`src/rtl/control_pkg.sv`:
```
// Shared opcodes, branch condition codes and sequencer state encoding
// for the control unit and its helpers.
package control_pkg;

  localparam logic [3:0] OP_ALU_MAX = 4'h9;
  localparam logic [3:0] OP_ALUI    = 4'hA;
  localparam logic [3:0] OP_LD      = 4'hB;
  localparam logic [3:0] OP_ST      = 4'hC;
  localparam logic [3:0] OP_BR      = 4'hD;
  localparam logic [3:0] OP_HALT    = 4'hE;
  localparam logic [3:0] OP_NOP     = 4'hF;

  localparam logic [3:0] CC_ALWAYS = 4'h0;
  localparam logic [3:0] CC_Z      = 4'h1;
  localparam logic [3:0] CC_NZ     = 4'h2;
  localparam logic [3:0] CC_N      = 4'h3;
  localparam logic [3:0] CC_C      = 4'h4;
  localparam logic [3:0] CC_V      = 4'h5;

  typedef enum logic [2:0] {
    S_FETCH,
    S_DECODE,
    S_IMMF,
    S_IMMD,
    S_EXEC,
    S_MEM,
    S_HALT
  } state_t;

  typedef struct packed {
    logic v;
    logic c;
    logic n;
    logic z;
  } flags_t;

endpackage

```
`src/rtl/control_unit_cond_eval.sv`:
```
// Branch condition evaluation against the latched V/C/N/Z flags.
// Codes above V are reserved and never taken.
module cond_eval
  import control_pkg::*;
(
  input  logic [3:0] i_cond,
  input  flags_t     i_flags,
  output logic       o_taken
);

  always_comb begin
    o_taken = 1'b0;
    case (i_cond)
      CC_ALWAYS: o_taken = 1'b1;
      CC_Z:      o_taken = i_flags.z;
      CC_NZ:     o_taken = ~i_flags.z;
      CC_N:      o_taken = i_flags.n;
      CC_C:      o_taken = i_flags.c;
      CC_V:      o_taken = i_flags.v;
      default:   o_taken = 1'b0;
    endcase
  end

endmodule

```
`src/rtl/control_unit.sv`:
```
// Multi-cycle instruction sequencer: fetch/decode, optional immediate word,
// one control word per instruction, and the data-memory req/ack handshake.
module control_unit
  import control_pkg::*;
#(
  parameter logic [15:0] RESET_PC = 16'h0000
) (
  input  logic        clk,
  input  logic        reset,
  output logic [15:0] imem_addr,
  input  logic [15:0] imem_data,
  input  logic        V,
  input  logic        C,
  input  logic        N,
  input  logic        Z,
  output logic        load_en,
  output logic [3:0]  A_sel,
  output logic [3:0]  B_sel,
  output logic [3:0]  dest_sel,
  output logic [3:0]  op_sel,
  output logic        const_sel,
  output logic [15:0] const_in,
  output logic        data_sel,
  output logic        mem_req,
  output logic        mem_we,
  input  logic        mem_ack,
  output logic        halted
);

  state_t      r_state;
  state_t      w_state_next;
  logic [15:0] r_pc;
  logic [15:0] r_ir;
  logic [15:0] r_imm;
  flags_t      r_flags;

  logic [3:0]  w_op;
  logic [3:0]  w_d;
  logic [3:0]  w_a;
  logic [3:0]  w_b;
  logic [15:0] w_offset;
  logic        w_taken;
  logic        w_is_alu;

  assign w_op      = r_ir[15:12];
  assign w_d       = r_ir[11:8];
  assign w_a       = r_ir[7:4];
  assign w_b       = r_ir[3:0];
  assign w_offset  = {{8{r_ir[7]}}, r_ir[7:0]};
  assign w_is_alu  = (w_op <= OP_ALU_MAX);
  assign imem_addr = r_pc;

  cond_eval u_cond_eval (
    .i_cond  (w_d),
    .i_flags (r_flags),
    .o_taken (w_taken)
  );

  always_ff @(posedge clk or posedge reset) begin
    if (reset) begin
      r_state <= S_FETCH;
      r_pc    <= RESET_PC;
      r_ir    <= 16'hF000;
      r_imm   <= 16'h0000;
      r_flags <= '0;
    end else begin
      r_state <= w_state_next;
      case (r_state)
        S_DECODE: begin
          r_ir <= imem_data;
          r_pc <= r_pc + 16'd1;
        end
        S_IMMD: begin
          r_imm <= imem_data;
          r_pc  <= r_pc + 16'd1;
        end
        S_EXEC: begin
          if (w_is_alu || (w_op == OP_ALUI))
            r_flags <= '{v: V, c: C, n: N, z: Z};
          // PC already points past the branch word here
          if ((w_op == OP_BR) && w_taken)
            r_pc <= r_pc + w_offset;
        end
        default: ;
      endcase
    end
  end

  always_comb begin
    w_state_next = r_state;
    load_en      = 1'b0;
    A_sel        = 4'h0;
    B_sel        = 4'h0;
    dest_sel     = 4'h0;
    op_sel       = 4'h0;
    const_sel    = 1'b0;
    const_in     = 16'h0000;
    data_sel     = 1'b0;
    mem_req      = 1'b0;
    mem_we       = 1'b0;
    halted       = 1'b0;
    case (r_state)
      S_FETCH:  w_state_next = S_DECODE;
      S_DECODE: w_state_next = (imem_data[15:12] == OP_ALUI) ? S_IMMF : S_EXEC;
      S_IMMF:   w_state_next = S_IMMD;
      S_IMMD:   w_state_next = S_EXEC;
      S_EXEC: begin
        w_state_next = S_FETCH;
        if (w_is_alu) begin
          op_sel   = w_op;
          A_sel    = w_a;
          B_sel    = w_b;
          dest_sel = w_d;
          load_en  = 1'b1;
        end else begin
          case (w_op)
            OP_ALUI: begin
              op_sel    = w_b;
              A_sel     = w_a;
              dest_sel  = w_d;
              const_sel = 1'b1;
              const_in  = r_imm;
              load_en   = 1'b1;
            end
            OP_LD: begin
              A_sel        = w_a;
              dest_sel     = w_d;
              data_sel     = 1'b1;
              mem_req      = 1'b1;
              w_state_next = S_MEM;
            end
            OP_ST: begin
              A_sel        = w_a;
              B_sel        = w_b;
              mem_req      = 1'b1;
              mem_we       = 1'b1;
              w_state_next = S_MEM;
            end
            OP_HALT: w_state_next = S_HALT;
            default: ;
          endcase
        end
      end
      S_MEM: begin
        mem_req = 1'b1;
        A_sel   = w_a;
        if (w_op == OP_LD) begin
          dest_sel = w_d;
          data_sel = 1'b1;
          load_en  = mem_ack;
        end else begin
          B_sel  = w_b;
          mem_we = 1'b1;
        end
        if (mem_ack)
          w_state_next = S_FETCH;
      end
      S_HALT:  halted = 1'b1;
      default: w_state_next = S_FETCH;
    endcase
  end

endmodule
```
`config.mk`:
```
export PLATFORM = sky130hd
export DESIGN_NAME = control_unit
export DESIGN_NICKNAME = d
export VERILOG_FILES = /design/src/rtl/control_pkg.sv /design/src/rtl/control_unit_cond_eval.sv /design/src/rtl/control_unit.sv
export SDC_FILE = /design/constraint.sdc
export NUM_CORES = 1
export LEC_CHECK = 0
export ABC_AREA = 1
export CORE_UTILIZATION = 54
export DETAILED_ROUTE_END_ITERATION = 7
export PLACE_DENSITY = 0.85
export SLEW_MARGIN = 25
export SYNTH_ARGS = -nofsm -noshare
export SYNTH_HDL_FRONTEND = slang
export SYNTH_SLANG_ARGS = --single-unit
```
`constraint.sdc`:
```
create_clock -name clk -period 4 [get_ports clk]
set_input_delay 0.6 -clock clk [delete_from_list [all_inputs] [get_ports clk]]
set_output_delay 0.6 -clock clk [all_outputs]
set_load 0.02 [all_outputs]
```
# Word-level counts from Yosys, hierarchy flattened
# Cells that the tools add are included.
# classes
n_addsub	2
mul	0
div_mod_pow	0
magnitude_cmp	1
n_eq_ne	19
n_shift	0
n_mux	42
bitwise_logic	2
n_reduce_logical	12
# ops
operator	n
16-bit 2-to-1 mux	4
4-bit 2-to-1 mux	11
16-bit case mux with 2 select lines	1
4-bit == test, second input constant	6
4-bit case mux with 2 select lines	3
3-bit case mux with 7 select lines	1
16-bit by 1-bit adder with 16-bit output, second input constant	1
16-bit adder	1
1-bit 2-to-1 mux	13
3-bit == test, second input constant	3
3-bit 2-to-1 mux	3
4-bit by 2-bit == test with 1-bit output, second input constant	2
4-bit by 3-bit == test with 1-bit output, second input constant	2
1-bit case mux with 2 select lines	4
3-bit by 2-bit == test with 1-bit output, second input constant	2
1-bit case mux with 6 select lines	1
3-bit case mux with 2 select lines	1
2-bit AND reduction	3
2-bit OR reduction	3
4-bit by 1-bit == test with 1-bit output, second input constant	1
4-bit less-or-equal comparator, second input constant	1
4-bit zero test	1
2-bit != test, second input constant	2
3-bit by 1-bit == test with 1-bit output, second input constant	1
other kinds (6)	7
# totals
ff_bits	55
latch_bits	0
mem_bits_rw	0
romBits	0
input_bits	23
output_inout_bits	54
n_memories	0

# Depth between registers and ports, before layout
# Gate-level depths: netlist of run 1.
# depth
depth_word	5
mapped_depth	20
ltp_nobuf	19

# Cells and area by module
# A second synthesis of run 1 with hierarchy kept.
# unflattened
hier_cells	471
hier_area_um2	3362.0
# modules_own_cells
module	n_inst	cells_per_inst	area_per_inst_um2
control_unit	1	451	3273.1
cond_eval	1	20	88.8

# Worst setup path before layout of run 1
# Ideal clock, no wire load.
# synth_timing
path_kind	reg-to-output
start	reg r_state[1]
end	out B_sel[1]
t_arrival_ns	2.140
required_ns	3.400
setup_slack_ns	1.260
path_stages_with_launch	8
cell_sequence	dfrtp_1 inv_2 nand2_2 nor2_4 inv_1 o21ai_0 nor2_1 nor3_1
# synth_via
elab_chain_len	2
word_cells_on_any_way	3
cone_classes	eq/ne: 2; mux: 1
# synth_rtl
item	line_no	rtl
start, declared	control_unit.sv:30	state_t r_state;
start signal, assigned	control_unit.sv:67	r_state <= w_state_next;
3-bit == test	control_unit.sv:102	case (r_state)
4-bit case mux with 2 select lines *	control_unit.sv:102	
end, declared	control_unit.sv:18	output logic [3:0] B_sel,
# Mark *: on every way between the ends. The rest lies on a longest branch, timed or not.

# Worst setup path after layout of run 1
# layout_timing
start	reg r_state[2]
end	out B_sel[1]
# The elaborated chain is that of the path after synthesis.

==> flow_summary.json, run 1 <==
{
  "status": "finished with violations",
  "violations": "DRC",
  "critPathKind": "flip-flop to output port",
  "synth_fp_nets": 495,
  "cts_num_sinks": 55,
  "synth_most_common_cell": "nand2_1",
  "ant_nets": 0,
  "cts_setup_buffers": 0,
  "placed_area_sq_um": 4110,
  "antenna_found_initial": 0,
  "crit_path_start": "r_state[2]",
  "die_x_um": 80.1,
  "yosysSeqAreaShare": 0.419,
  "p_sw_w": 0.00149,
  "root_buffer": "clkbuf_8",
  "drive_above_1_share": 0.0688,
  "num_vias": 3203,
  "nets": 568,
  "grt_pass1_vias": 2956,
  "num_rows": 28,
  "p_seq_frac": 0.336,
  "grt_pass1_wl_mm": 13.9,
  "tritoncts": "done",
  "worst_pin_slew_ns": 0.943,
  "cts_made_buffers": 5,
  "rr_startpoint": "r_state[2]",
  "drv_slew": 0,
  "fmax_mhz": 276,
  "synth_edf_count": 0,
  "port_buffers": 76,
  "pin_count": 77,
  "clk_latency_ns": 0.32,
  "firstDrtPassIters": 6,
  "h-tree-depth": 2,
  "rsz0062_at_grt": "no",
  "relSlewSlack": 0.369,
  "r2r_cells": 15,
  "synth_top_area_share": 0.387,
  "powerDensity_nw_per_um2": 739,
  "hold_buffers": 0,
  "ys_types": 34,
  "combPwrFrac": 0.556,
  "synthFlopType": "dfrtp_1",
  "syn_area_per_cell_sq_um": 7.10,
  "hpwl_mm": 6.22,
  "avgViaCountPerCell": 5.23,
  "endpoint": "B_sel[1]",
  "synth-warning-count": 0,
  "period_needed_ns": 3.62,
  "synth_area_sq_um": 3290,
  "die_h_um": 80.1,
  "synthCells": 464,
  "synthToLayoutAreaGrowth_pct": 27.7,
  "r2r_end": "imem_addr[13]",
  "routedWlPerCell_um": 13.4,
  "hold_ws_ns": 0.484,
  "setup_viol": 0,
  "arrival_ns": 3.02,
  "drc": 1,
  "hold_violations": 0,
  "dp_slack_ns": 0.792,
  "clock_path_buffers": 2,
  "core_sq_um": 5890,
  "fin_crit_sh": 0.905,
  "peakVddDrop_mv": 0.369,
  "endpoint_kind": "output port",
  "r2r_setup_slack_ns": 0.97,
  "synth_common_cells": "147 x nand2_1, 63 x inv_1, 51 x dfrtp_1, 49 x nor2_1, 39 x o21ai_0",
  "p_leak_nw": 1.99,
  "crit_path_max_fanout": 16,
  "dieArea_sq_um": 6420,
  "synth_top_area_cell": "dfrtp_1",
  "cp_data_required_time_ns": 3.40,
  "startpoint_type": "flip-flop",
  "tns_ns": 0,
  "drt-total-wl_mm": 8.21,
  "maxCapViolations": 0,
  "clkPwrFrac": 0.108,
  "swShare": 0.478,
  "synthTopCellsByArea": "dfrtp_1 39%, nand2_1 17%, inv_1 7.2%",
  "fin_ws_ns": 0.382,
  "cts.repair.resized": 0,
  "initial_core_util": 0.560,
  "gp_congestion": 0.917,
  "gr-usage-all-layers": 0.281,
  "fin_area_sq_um": 4210,
  "cell_internal_pwr_w": 0.00162,
  "grt-ovfl-total": 0,
  "clk_pin_slew_ns": 0.10,
  "drt_iter0_markers": 308,
  "grt_max_degree": 53,
  "ys_async_sr_fraction": 1.00,
  "min_path_type": "flip-flop to flip-flop",
  "skew_ns": 0.00594,
  "antenna_cells": 0,
  "final_util": 0.715,
  "ys_ff_latch": 55
}
[flip-flops by register name (all words and copies together) (netlist names)]
signal	cells
imem_addr	16
r_imm	16
r_ir	16
r_flags	4
r_state	3
[power by group through the flow]
stage / combinational (W) / sequential [W] / clock (W)
global route: 0.00195 / 0.00107 / 0.000361
CTS: 0.00173 / 0.00104 / 0.000337
finish: 0.00173 / 0.00104 / 0.000336
global placement: 0.00167 / 0.00104 / 0
detailed placement: 0.00172 / 0.00105 / 0
floorplan: 0.00113 / 0.00106 / 0
[worst min path at each step]
| stage | start | to | slack (ns) | cells after the start |
|---|---|---|---|---|
| floorplan | r_imm[10] | r_imm[10] | 0.44 | 2 |
| global placement | r_imm[13] | r_imm[13] | 0.45 | 2 |
| detailed placement | r_imm[13] | r_imm[13] | 0.46 | 2 |
| CTS | r_imm[13] | r_imm[13] | 0.49 | 2 |
| global route | r_imm[12] | r_imm[12] | 0.51 | 2 |
| finish | r_imm[13] | r_imm[13] | 0.48 | 2 |
[worst max-delay path, stage by stage (launching register included)]
cell             delay [ns]
dfrtp_1                0.59
nand2_2                0.22
nor2_4                 0.26
inv_1                  0.28
o21ai_0                0.32
nor2_1                 0.12
nor3_1                 0.24
clkdlybuf4s50_1        0.67
[layout make-up]
type	count	area, sq um
fillers	479	1680
multi-input cells	330	1600
flip-flops and latches	55	1380
repair buffers	78	776
inverters	67	254
well taps	75	93.8
clock buffers	6	82.6
clock inverters	2	16.3
[metrics by stage]
stage / total power [W] / instances
global placement: 0.00271 / 605
detailed placement: 0.00277 / 605
floorplan: 0.00219 / 464
finish: 0.00311 / 613
global route: 0.00339 / 613
CTS: 0.00310 / 613
[layer usage]
| metal | vias to the layer above | track usage | share of wire |
|---|---|---|---|
| met2 | 106 | 0.472 | 0.47 |
| met5 | - | 0 | 0 |
| li1 | 1611 | - | - |
| met4 | 0 | 0.0589 | 0.013 |
| met1 | 1472 | 0.380 | 0.45 |
| met3 | 14 | 0.0500 | 0.065 |
[cell families (layout without fill, tap and decap cells)]
group           after synthesis  after routing  synth area share
fa+ha+maj                     8              8            0.0327
mux                           1              1           0.00342
buf+inv                      79            153            0.0942
xor+xnor                      8              8            0.0213
flops                        55             55             0.419
simple gates                252            252             0.327
compound gates               61             61             0.103
[cell usage in the layout (no fill, tap or decap), types with 2 or more instances in the layout]
| cell type | instances |
|---|---|
| or2_2 | 2 |
| o311ai_0 | 2 |
| inv_2 | 4 |
| o21ai_0 | 39 |
| xor2_1 | 7 |
| dfrtp_1 | 51 |
| buf_4 | 2 |
| o22ai_1 | 4 |
| nor2_2 | 3 |
| clkbuf_8 | 6 |
| nand2_2 | 8 |
| nor2_4 | 2 |
| nor2_1 | 49 |
| nand3_1 | 21 |
| o21ai_1 | 4 |
| ha_1 | 7 |
| nand4_1 | 7 |
| clkdlybuf4s50_1 | 76 |
| a41oi_1 | 4 |
| dfstp_2 | 4 |
| a21oi_1 | 6 |
| nand2_1 | 147 |
| inv_1 | 62 |
| nor3_1 | 8 |
Power figures use the tool's default switching activity.
==> run 2: changes to the inputs <==
--- a/config.mk
+++ b/config.mk
@@ -6,10 +6,12 @@
 export NUM_CORES = 1
 export LEC_CHECK = 0
 export ABC_AREA = 1
-export CORE_UTILIZATION = 54
+export CORE_ASPECT_RATIO = 1.4
+export CORE_UTILIZATION = 55
 export DETAILED_ROUTE_END_ITERATION = 7
-export PLACE_DENSITY = 0.85
-export SLEW_MARGIN = 25
+export PLACE_DENSITY = 0.87
+export SLEW_MARGIN = 20
 export SYNTH_ARGS = -nofsm -noshare
 export SYNTH_HDL_FRONTEND = slang
+export SYNTH_HIERARCHICAL = 1
 export SYNTH_SLANG_ARGS = --single-unit
==> flow_summary.json, run 2 <==
{
  "arrival_ns": 3.06,
  "hold_end": "r_flags[2]",
  "r2r_end": "imem_addr[14]",
  "hold_buffers": 0,
  "synth_edf_count": 0,
  "grt_pass1_wl_mm": 14.3,
  "fill_cells": 454,
  "tritoncts": "done",
  "dieArea_sq_um": 6430,
  "synth_top_area_share": 0.380,
  "worst_pin_slew_ns": 0.813,
  "ys_ff_latch": 55,
  "port_buffers": 76,
  "routedWlPerCell_um": 14.2,
  "critPathKind": "flip-flop to output port",
  "hold_violations": 0,
  "maxCapViolations": 0,
  "drt-total-wl_mm": 8.72,
  "synth_common_cells": "128 x nand2_1, 74 x inv_1, 51 x dfrtp_1, 51 x nor2_1, 42 x o21ai_0",
  "fmax_mhz": 273,
  "layout_commonest_cell": "nand2_1",
  "core_sq_um": 5860,
  "min_path_type": "flip-flop to flip-flop",
  "synthFlopType": "dfrtp_1",
  "crit_top_cell": "inv_2",
  "hold_ws_ns": 0.502,
  "drc": 0,
  "clk_latency_ns": 0.32,
  "min-delay-start": "r_flags[2]",
  "grt_pass1_vias": 3156,
  "tns_ns": 0,
  "endpoint_kind": "output port",
  "synth_fp_nets": 502,
  "cts.repair.resized": 0,
  "cts_num_sinks": 55,
  "yosysSeqAreaShare": 0.411,
  "multi_input_area_sq_um": 1610,
  "rsz0062_at_grt": "no",
  "ys_async_sr_fraction": 1.00,
  "grt_max_degree": 36,
  "hpwl_mm": 6.68,
  "ant_nets": 0,
  "num_vias": 3271,
  "critPathMaxStageDelay_ns": 0.64,
  "whs_path_depth": 2,
  "layout_common_cells": "128 x nand2_1, 76 x clkdlybuf4s50_1, 73 x inv_1",
  "synth-warning-count": 6,
  "ys_types": 39,
  "root_buffer": "clkbuf_8",
  "cp_cell_sequence": "nand2_1, nor2_4, inv_2, nor2_1, inv_2, o21ai_0, clkdlybuf4s50_1",
  "nets": 574,
  "period_needed_ns": 3.66,
  "powerDensity_nw_per_um2": 743,
  "gp_congestion": 0.906,
  "status": "completed",
  "die_x_um": 68.1,
  "worst_path_max_delay_cell": "dfrtp_1",
  "drt_iter0_markers": 191,
  "synthToLayoutAreaGrowth_pct": 26.6,
  "relSlewSlack": 0.456,
  "synthCells": 471,
  "clock_path_buffers": 2,
  "die_h_um": 94.5,
  "pin_count": 77,
  "synth_most_common_cell": "nand2_1",
  "drive_above_1_share": 0.0735,
  "r2r_setup_slack_ns": 0.96,
  "fin_crit_sh": 0.915,
  "drv_slew": 0,
  "syn_area_per_cell_sq_um": 7.14,
  "cp_data_required_time_ns": 3.40,
  "synth_top_area_cell": "dfrtp_1",
  "synth_area_sq_um": 3360,
  "synthTopCellsByArea": "dfrtp_1 38%, nand2_1 14%, inv_1 8.3%",
  "peakVddDrop_mv": 0.447,
  "startpoint_type": "flip-flop",
  "antenna_cells": 0,
  "rr_startpoint": "r_state[2]",
  "crit_path_max_fanout": 17,
  "r2r_cells": 17,
  "num_rows": 33,
  "antenna_found_initial": 0,
  "cts_made_buffers": 5,
  "firstDrtPassIters": 5,
  "setup_viol": 0,
  "grt-ovfl-total": 0,
  "area.sequential_sq_um": 1380,
  "cts_setup_buffers": 0,
  "gr-usage-all-layers": 0.296,
  "initial_core_util": 0.573,
  "clk_pin_slew_ns": 0.11,
  "p_leak_nw": 2.06,
  "skew_ns": 0.0105,
  "h-tree-depth": 2,
  "avgViaCountPerCell": 5.33
}
## run 2: how the worst max path moves through the flow
stage / from / to / slack, ns / cells after the start
2_1_floorplan: r_state[1] / B_sel[1] / 1.39 / 8
3_3_place_gp: r_state[2] / op_sel[0] / 0.92 / 7
3_5_place_dp: r_state[2] / op_sel[0] / 0.79 / 7
4_1_cts: r_state[2] / op_sel[0] / 0.38 / 7
5_1_grt: r_state[2] / op_sel[0] / 0.13 / 7
6_report: r_state[2] / op_sel[0] / 0.34 / 7
## run 2: area by class of cell
type,count,area share
clock buffer,5,0.0162
multi-input combinational,324,0.379
clock inverter,3,0.00646
timing repair buffer,80,0.186
tap,70,0.0206
sequential,55,0.324
inverter,77,0.0679
## run 2: per-layer routing
| metal | GRT usage | wire length (um) | share of wire | vias to the layer above |
|---|---|---|---|---|
| met3 | 0.0664 | 562 | 0.064 | 25 |
| met1 | 0.345 | 3510 | 0.40 | 1489 |
| met5 | 0 | 0 | 0 | - |
| li1 | - | - | - | 1628 |
| met2 | 0.501 | 4350 | 0.50 | 129 |
| met4 | 0.135 | 297 | 0.034 | 0 |
## run 2: stage by stage
| step | instances | worst slack [ns] | power [W] | instance area (sq um) | util |
|---|---|---|---|---|---|
| after global routing | 614 | 0.134 | 0.00344 | 4260 | 0.726 |
| final | 614 | 0.340 | 0.00317 | 4260 | 0.726 |
| after CTS | 614 | 0.376 | 0.00316 | 4260 | 0.726 |
| after detailed placement | 606 | 0.790 | 0.00282 | 4160 | 0.710 |
| after global placement | 606 | 0.922 | 0.00276 | 4160 | 0.710 |
| after floorplan | 471 | 1.39 | 0.00225 | 3360 | - |
## run 2: critical path, delay by kind of cell, from the launching register on
| family | cells | cell delay (ns) |
|---|---|---|
| flip-flops | 1 | 0.64 |
| AO/OA/AOI/OAI | 1 | 0.21 |
| buffers and inverters | 3 | 0.96 |
| AND/OR/NAND/NOR | 3 | 0.91 |
## run 2: report_power, final
part | internal (W) | switching (W)
clock | 0.000129 | 0.000204
combinational | 0.000668 | 0.00111
sequential | 0.000834 | 0.000225
## run 2: cells by family after synthesis
logic type / Yosys count / synth area share
AND/OR/NAND/NOR: 239 / 0.310
buffers and inverters: 92 / 0.109
AO/OA/AOI/OAI: 69 / 0.116
flip-flops: 55 / 0.411
adder cells (fa/ha/maj): 8 / 0.0320
XOR/XNOR: 7 / 0.0182
multiplexers: 1 / 0.00335
